===== src/rtl/vga_color_ctrl_pkg.sv =====
// Shared definitions for the VGA colour configuration controller:
// channel widths, reset colour, switch bit positions and the commit FSM state type.
package vga_pkg;

   localparam int R_W = 3;
   localparam int G_W = 3;
   localparam int B_W = 2;

   localparam logic [R_W-1:0] RST_R_DEF = 3'd7;
   localparam logic [G_W-1:0] RST_G_DEF = 3'd7;
   localparam logic [B_W-1:0] RST_B_DEF = 2'd3;

   // sw[7] selects load mode; the load value sits in the low bits
   localparam int SW_MODE = 7;
   localparam int SW_W    = 8;

   typedef enum logic [1:0] {
      IDLE    = 2'd0,
      PENDING = 2'd1,
      COMMIT  = 2'd2
   } state_e;

endpackage


===== src/rtl/vga_color_ctrl_btn_debounce.sv =====
// Per-button conditioning: 2-flop synchronizer, stable-time debounce counter
// and a registered one-cycle pulse on every accepted 0->1 transition.
module btn_debounce #(
   parameter int DEB_CYCLES = 1000000,
   parameter int CNT_W      = 20
) (
   input  logic clk,
   input  logic clr,
   input  logic raw,
   output logic level,
   output logic rise
);

   localparam logic [CNT_W-1:0] CNT_LAST = CNT_W'(DEB_CYCLES - 1);

   logic             sync1_q;
   logic             sync2_q;
   logic             level_q;
   logic             level_d;
   logic             rise_q;
   logic             rise_d;
   logic [CNT_W-1:0] cnt_q;
   logic [CNT_W-1:0] cnt_d;

   // Count how long the synchronized input has disagreed with the accepted level
   always_comb begin
      cnt_d   = cnt_q;
      level_d = level_q;
      rise_d  = 1'b0;
      if (sync2_q != level_q) begin
         if (cnt_q == CNT_LAST) begin
            cnt_d   = '0;
            level_d = ~level_q;
            rise_d  = ~level_q;
         end else begin
            cnt_d = cnt_q + CNT_W'(1);
         end
      end else begin
         cnt_d = '0;
      end
   end

   // Synchronizer, debounce counter, accepted level and rise pulse registers
   always_ff @(posedge clk) begin
      if (clr) begin
         sync1_q <= 1'b0;
         sync2_q <= 1'b0;
         level_q <= 1'b0;
         rise_q  <= 1'b0;
         cnt_q   <= '0;
      end else begin
         sync1_q <= raw;
         sync2_q <= sync1_q;
         level_q <= level_d;
         rise_q  <= rise_d;
         cnt_q   <= cnt_d;
      end
   end

   assign level = level_q;
   assign rise  = rise_q;

endmodule


===== src/rtl/vga_color_ctrl.sv =====
// VGA colour configuration controller: button steps edit a shadow colour,
// which is committed to the output levels only at the next vsync falling edge.
module vga_color_ctrl
   import vga_pkg::*;
#(
   parameter int             DEB_CYCLES = 1000000,
   parameter int             CNT_W      = 20,
   parameter logic [R_W-1:0] RST_R      = RST_R_DEF,
   parameter logic [G_W-1:0] RST_G      = RST_G_DEF,
   parameter logic [B_W-1:0] RST_B      = RST_B_DEF
) (
   input  logic            clk,
   input  logic            clr,
   input  logic            btnr,
   input  logic            btng,
   input  logic            btnb,
   input  logic [SW_W-1:0] sw,
   input  logic            vsync_in,
   output logic [R_W-1:0]  red_lvl,
   output logic [G_W-1:0]  green_lvl,
   output logic [B_W-1:0]  blue_lvl,
   output logic            pending,
   output logic            cfg_valid
);

   logic            rise_r_s;
   logic            rise_g_s;
   logic            rise_b_s;
   logic            lvl_r_s;
   logic            lvl_g_s;
   logic            lvl_b_s;
   logic            lvl_unused_s;
   logic            edit_s;
   logic            mode_s;
   logic            frame_start_s;
   logic            commit_s;
   logic [3:0]      sw_unused_s;

   logic [SW_W-1:0] sw_s1_q;
   logic [SW_W-1:0] sw_s2_q;
   logic            vs_s1_q;
   logic            vs_s2_q;
   logic            vs_prev_q;

   logic [R_W-1:0]  shd_r_q, shd_r_d;
   logic [G_W-1:0]  shd_g_q, shd_g_d;
   logic [B_W-1:0]  shd_b_q, shd_b_d;

   state_e          state_q, state_d;
   logic [R_W-1:0]  red_lvl_q, red_lvl_d;
   logic [G_W-1:0]  green_lvl_q, green_lvl_d;
   logic [B_W-1:0]  blue_lvl_q, blue_lvl_d;
   logic            pending_q, pending_d;
   logic            cfg_valid_q, cfg_valid_d;

   btn_debounce #(.DEB_CYCLES(DEB_CYCLES), .CNT_W(CNT_W)) u_deb_r (
      .clk(clk), .clr(clr), .raw(btnr), .level(lvl_r_s), .rise(rise_r_s)
   );
   btn_debounce #(.DEB_CYCLES(DEB_CYCLES), .CNT_W(CNT_W)) u_deb_g (
      .clk(clk), .clr(clr), .raw(btng), .level(lvl_g_s), .rise(rise_g_s)
   );
   btn_debounce #(.DEB_CYCLES(DEB_CYCLES), .CNT_W(CNT_W)) u_deb_b (
      .clk(clk), .clr(clr), .raw(btnb), .level(lvl_b_s), .rise(rise_b_s)
   );

   // Debounced levels and the middle switch bits are not needed by this block
   assign lvl_unused_s = lvl_r_s ^ lvl_g_s ^ lvl_b_s;
   assign sw_unused_s  = sw_s2_q[6:3];

   assign edit_s        = rise_r_s | rise_g_s | rise_b_s;
   assign mode_s        = sw_s2_q[SW_MODE];
   assign frame_start_s = vs_prev_q & ~vs_s2_q;
   assign commit_s      = (state_q == COMMIT);

   // Switch and vsync synchronizers plus the vsync edge-detect delay flop
   always_ff @(posedge clk) begin
      if (clr) begin
         sw_s1_q   <= '0;
         sw_s2_q   <= '0;
         vs_s1_q   <= 1'b0;
         vs_s2_q   <= 1'b0;
         vs_prev_q <= 1'b0;
      end else begin
         sw_s1_q   <= sw;
         sw_s2_q   <= sw_s1_q;
         vs_s1_q   <= vsync_in;
         vs_s2_q   <= vs_s1_q;
         vs_prev_q <= vs_s2_q;
      end
   end

   // Shadow colour edits: increment with wrap, or load from the switches
   always_comb begin
      shd_r_d = shd_r_q;
      shd_g_d = shd_g_q;
      shd_b_d = shd_b_q;
      if (rise_r_s) begin
         shd_r_d = mode_s ? sw_s2_q[2:0] : shd_r_q + 3'd1;
      end else begin
         shd_r_d = shd_r_q;
      end
      if (rise_g_s) begin
         shd_g_d = mode_s ? sw_s2_q[2:0] : shd_g_q + 3'd1;
      end else begin
         shd_g_d = shd_g_q;
      end
      if (rise_b_s) begin
         shd_b_d = mode_s ? sw_s2_q[1:0] : shd_b_q + 2'd1;
      end else begin
         shd_b_d = shd_b_q;
      end
   end

   // Shadow colour registers
   always_ff @(posedge clk) begin
      if (clr) begin
         shd_r_q <= RST_R;
         shd_g_q <= RST_G;
         shd_b_q <= RST_B;
      end else begin
         shd_r_q <= shd_r_d;
         shd_g_q <= shd_g_d;
         shd_b_q <= shd_b_d;
      end
   end

   // Commit FSM next state and registered output values
   always_comb begin
      state_d = state_q;
      case (state_q)
         IDLE: begin
            if (edit_s) state_d = PENDING;
            else        state_d = IDLE;
         end
         PENDING: begin
            if (frame_start_s) state_d = COMMIT;
            else               state_d = PENDING;
         end
         COMMIT: begin
            if (edit_s) state_d = PENDING;
            else        state_d = IDLE;
         end
         default: state_d = IDLE;
      endcase
      if (commit_s) begin
         red_lvl_d   = shd_r_q;
         green_lvl_d = shd_g_q;
         blue_lvl_d  = shd_b_q;
      end else begin
         red_lvl_d   = red_lvl_q;
         green_lvl_d = green_lvl_q;
         blue_lvl_d  = blue_lvl_q;
      end
      cfg_valid_d = commit_s;
      pending_d   = (state_d == PENDING);
   end

   // Commit FSM state and its registered outputs
   always_ff @(posedge clk) begin
      if (clr) begin
         state_q     <= IDLE;
         red_lvl_q   <= RST_R;
         green_lvl_q <= RST_G;
         blue_lvl_q  <= RST_B;
         pending_q   <= 1'b0;
         cfg_valid_q <= 1'b0;
      end else begin
         state_q     <= state_d;
         red_lvl_q   <= red_lvl_d;
         green_lvl_q <= green_lvl_d;
         blue_lvl_q  <= blue_lvl_d;
         pending_q   <= pending_d;
         cfg_valid_q <= cfg_valid_d;
      end
   end

   assign red_lvl   = red_lvl_q;
   assign green_lvl = green_lvl_q;
   assign blue_lvl  = blue_lvl_q;
   assign pending   = pending_q;
   assign cfg_valid = cfg_valid_q;

endmodule


===== config.mk =====
export PLATFORM = sky130hd
export DESIGN_NAME = vga_color_ctrl
export DESIGN_NICKNAME = d
export VERILOG_FILES = /design/src/rtl/vga_color_ctrl_pkg.sv /design/src/rtl/vga_color_ctrl_btn_debounce.sv /design/src/rtl/vga_color_ctrl.sv
export SDC_FILE = /design/constraint.sdc
export NUM_CORES = 1
export LEC_CHECK = 0
export BUFFER_PORTS_ARGS = -buffer_cell sky130_fd_sc_hd__buf_2
export CAP_MARGIN = 10
export CORE_ASPECT_RATIO = 1.5
export CORE_UTILIZATION = 50
export CTS_CLUSTER_DIAMETER = 30
export DETAILED_ROUTE_END_ITERATION = 6
export GPL_TIMING_DRIVEN = 0
export PLACE_DENSITY_LB_ADDON = 0.12
export SLEW_MARGIN = 20
export SYNTH_ARGS = -nofsm -noshare
export SYNTH_HDL_FRONTEND = slang
export SYNTH_HIERARCHICAL = 1
export SYNTH_SLANG_ARGS = --single-unit
export TNS_END_PERCENT = 10

===== constraint.sdc =====
create_clock -name clk -period 2.8 [get_ports clk]
set_input_delay 0.56 -clock clk [delete_from_list [all_inputs] [get_ports clk]]
set_output_delay 0.56 -clock clk [all_outputs]
set_load 0.02 [all_outputs]

==> results.txt <==
The flow ran to the end, and the final reports show no timing, DRC or antenna violations. Uppermost layer routed: met4. The setup-violating endpoint count in the final report is 0.

The first global-routing pass estimated 13400 microns of wire. Setup repair after global routing left no endpoint under its margin. The areal power density over the cells came out at 564 mW/mm^2. Reg-to-reg setup timing slack: 480 ps.

The synthesized area per cell came out at 9.29 sq um. For the total DRC errors in the routed layout, the log shows 0. After clock tree synthesis, the clock-pin slew on the worst setup and hold paths is 60 ps. The run gives 0 as the number of antenna violations at the first check in global routing.

TritonCTS built the clock tree. Total of buffers placed on input and output ports: 19. The worst register-to-register path begins at u_deb_r/cnt_q[10]$_SDFF_PP0_. Final count of hold timing violations: 0. The worst voltage drop across the vdd grid was 0.480 mV. The wire length on met1 is 3450 microns, and the cell total after placement is 584.

The portion of netlist area occupied by mux cells came out at 0.469%. The die boundary width works out to 77.5 microns. The top cell types in the final layout, fill and taps aside, are sky130_fd_sc_hd__dfxtp_1 (103), sky130_fd_sc_hd__nor2_1 (45), sky130_fd_sc_hd__xnor2_1 (33).

For this run, the number of Yosys warnings is 6. At the worst endpoint, the arrival time is 2530 ps. Total CTS buffers: 9. The worst setup path is captured at a flip-flop. In this run, post-CTS repair resized a total of 0 instances.

The final cell count without fillers was 599. Of all flip-flops after synthesis, the portion carrying an async set or reset was 0%. In this run the worst hold path is classified as reg2reg. Yosys mapped a number of flops with a built-in enable equal to 0. The number of I/O pins is 24, and the number of cells traversed by the worst hold path is 1. Dividing the final minimum period by the clock period gives 82.7%. The largest net degree at the start of global routing is 23, and the initial standard-cell utilization of the core is 52.4%.

Number of synthesized register bits: 103. Synthesis produced 460 cells. In this run the tightest slew margin relative to its limit is 53.4%.

Along the worst path, the maximum fanout reaches 10. Largest stage delay on the critical path: 600 ps. Dividing the detail-routed wire length by the instance count gives 12.6 microns. The via count of the first global-routing pass is 3196, and the sum of internal, switching and leakage power is 0.00270 W.

The tightest hold margin was 434 ps; the achievable frequency was 432 MHz. In this run, the number of DRC markers left after iteration 0 of detailed routing was 137. The routed design uses 205 microns of met3 wire. The height of the chip came out at 115 microns. The later pin in the worst-skew pair is clocked with a latency of 330 ps.

The critical path startpoint category was a flip-flop. The count of final max-slew check failures was 0. The clock passes through at most 2 buffers. Buffers added to address setup during post-CTS repair amount to 0. The required time reported for the critical path endpoint was 3010 ps. The floorplan step defined a core boundary enclosing 0.00816 sq mm.

Basic-gate share of the synthesized area counting and, or, nand and nor cells: 28.9%. Sequential cells were found to cover 48.3% of the synthesized design area. The tools report the number of buffers inserted by hold repair at cts as 0. The total length of routed wires is 7550 microns. The cell type of the slowest stage on the worst timing path is sky130_fd_sc_hd__o21ai_1. The count of different cell masters after synthesis is 41, and the aggregate negative setup slack is 0 ps. The most common library cell in the layout ignoring fill and taps was sky130_fd_sc_hd__dfxtp_1. The dominant combinational cell family by area after synthesis is simple AND/OR/NAND/NOR gates.

The critical path is of the reg2reg type. Wire segments on met2 add up to 3820 microns in the final route. For the pin with the worst max-slew slack, the measured transition is 694 ps.

Global placer's final weighted congestion: 0.804. After legalization and detailed placement, the total HPWL measured 5340 microns. For the standard-cell row count, the log shows 40. The die covers 0.00893 sq mm. The tool flagged a number of max-cap violations equal to 0. In this run the most critical hold path is launched from u_deb_g/sync1_q$_SDFF_PP0_. When the netlist entered floorplanning its net count stood at 479.

Tracing the worst setup path back leads to its startpoint at u_deb_r/cnt_q[10]$_SDFF_PP0_. Global routing consumed, over all layers together, 18.6% of the routing resources. The area share of fa/ha/maj cells after synthesis is 1.46%, and the synthesized cell area is 0.00427 sq mm. The share of the synthesized netlist area taken by xor and xnor gates was 7.38%.

Traced cell by cell, the critical path runs through nor4b_1 -> nand4b_1 -> o21ai_1 -> clkbuf_1 -> nor2_1. In the final layout, the share of cells above drive strength 1 is 11.7%. Using the TritonRoute via totals, the vias-per-cell ratio works out to 5.46. The length in cells of the worst reg-to-reg path was 5; the number of vias after detailed routing was 3268. The total overflow reported by the global router is 0, and the number of sinks handled by clock tree synthesis is 103.

The static leakage power is 1.44 nW, and the layout overhead on the synthesized area is 11.9%. Shortest clock period the worst path allows after layout: 2320 ps. 0 antenna diodes ended up in the layout. For the final database, setup skew stands at 5.01 ps.

The run gives 5 as the number of iterations in the first detailed-routing pass. The final layout contains 509 nets. Share of the synthesized area in compound gates (AO/OA/AOI/OAI): 10.7%.

Root cell of the clock tree: sky130_fd_sc_hd__clkbuf_16. CTS built an H-tree with a depth of 3. Measured on the finished design, the core utilization comes to 58.6%. In the synthesized netlist the dominant register cell turns out to be sky130_fd_sc_hd__dfxtp_1. The detail route stage leaves a number of antenna-violating nets equal to 0.
through the flow:
stage / worst slack [ps] / area [sq um]
after floorplan: 822 / 4270
after global placement: 500 / 4500
after detailed placement: 519 / 4500
after CTS: 511 / 4780
after global routing: 219 / 4780
final: 483 / 4780
sequential cells by signal, summed over array words and instances (netlist names), 2 cells and up:
name           cells
blue_lvl           2
green_lvl          3
red_lvl            3
shd_b_q            2
shd_g_q            3
shd_r_q            3
state_q            2
sw_s1_q            4
sw_s2_q            4
u_deb_b/cnt_q     20
u_deb_g/cnt_q     20
u_deb_r/cnt_q     20
path summary, 6_finish.rpt:
check	to
max	u_deb_r/cnt_q[7]$_SDFF_PP0_
min	u_deb_g/sync2_q$_SDFF_PP0_
max reg2reg	u_deb_r/cnt_q[7]$_SDFF_PP0_
min reg2reg	u_deb_g/sync2_q$_SDFF_PP0_
routing by layer:
layer,up-vias,GRT usage (%)
met2,44,33.5
met3,6,4.76
met4,0,7.04
met5,-,0
li1,1680,-
met1,1538,20.9
layout make-up:
class | count | area, sq um
multi-input combinational | 328 | 2090
tap | 105 | 131
buffer | 14 | 65.1
fill | 719 | 3370
timing repair buffer | 19 | 95.1
sequential | 103 | 2060
clock buffer | 12 | 267
clock inverter | 3 | 17.5
inverter | 15 | 56.3
synthesized netlist by cell type (4+ instances only):
library cell	n	area, sq um
sky130_fd_sc_hd__o21ai_0	19	95.1
sky130_fd_sc_hd__buf_2	4	20.0
sky130_fd_sc_hd__nand2_1	20	75.1
sky130_fd_sc_hd__a211o_1	5	43.8
sky130_fd_sc_hd__clkbuf_1	8	30.0
sky130_fd_sc_hd__or4_1	15	113
sky130_fd_sc_hd__nor2b_1	31	194
sky130_fd_sc_hd__nand3_1	15	75.1
sky130_fd_sc_hd__nand4b_1	4	35.0
sky130_fd_sc_hd__nor3b_1	6	45.0
sky130_fd_sc_hd__a21oi_1	26	130
sky130_fd_sc_hd__o31ai_1	10	75.1
sky130_fd_sc_hd__or3_1	15	93.8
sky130_fd_sc_hd__a211o_2	6	60.1
sky130_fd_sc_hd__dfxtp_1	103	2060
sky130_fd_sc_hd__ha_1	5	62.6
sky130_fd_sc_hd__xnor2_1	33	289
sky130_fd_sc_hd__nor4_1	7	43.8
sky130_fd_sc_hd__nor3_1	14	70.1
sky130_fd_sc_hd__nand4_1	9	56.3
sky130_fd_sc_hd__nor4b_1	6	52.6
sky130_fd_sc_hd__and3_1	7	43.8
sky130_fd_sc_hd__nor2_1	45	169
sky130_fd_sc_hd__inv_1	15	56.3
power breakdown:
part,leakage (nW),switching (W),internal [W],total (W)
logic,0.465,0.0000271,0.0000169,0.0000440
registers,0.834,0.00000541,0.00148,0.00148
clock network,0.140,0.000502,0.000667,0.00117
cells by family (layout without fill, tap and decap cells):
family,after synthesis,in the layout
AND/OR/NAND/NOR,211,211
flip-flops,103,103
AO/OA/AOI/OAI,74,74
XOR/XNOR,36,36
buffers and inverters,29,63
adder cells (fa/ha/maj),5,5
multiplexers,2,2
critical path: cells and delay by family, from the launching register on:
kind	cells	cell delay [ps]
and+or+nand+nor	3	830
AOI/OAI and AO/OA	1	600
buffers and inverters	1	410
DFF	1	350
Note: power is estimated with default switching activity, not from simulation.
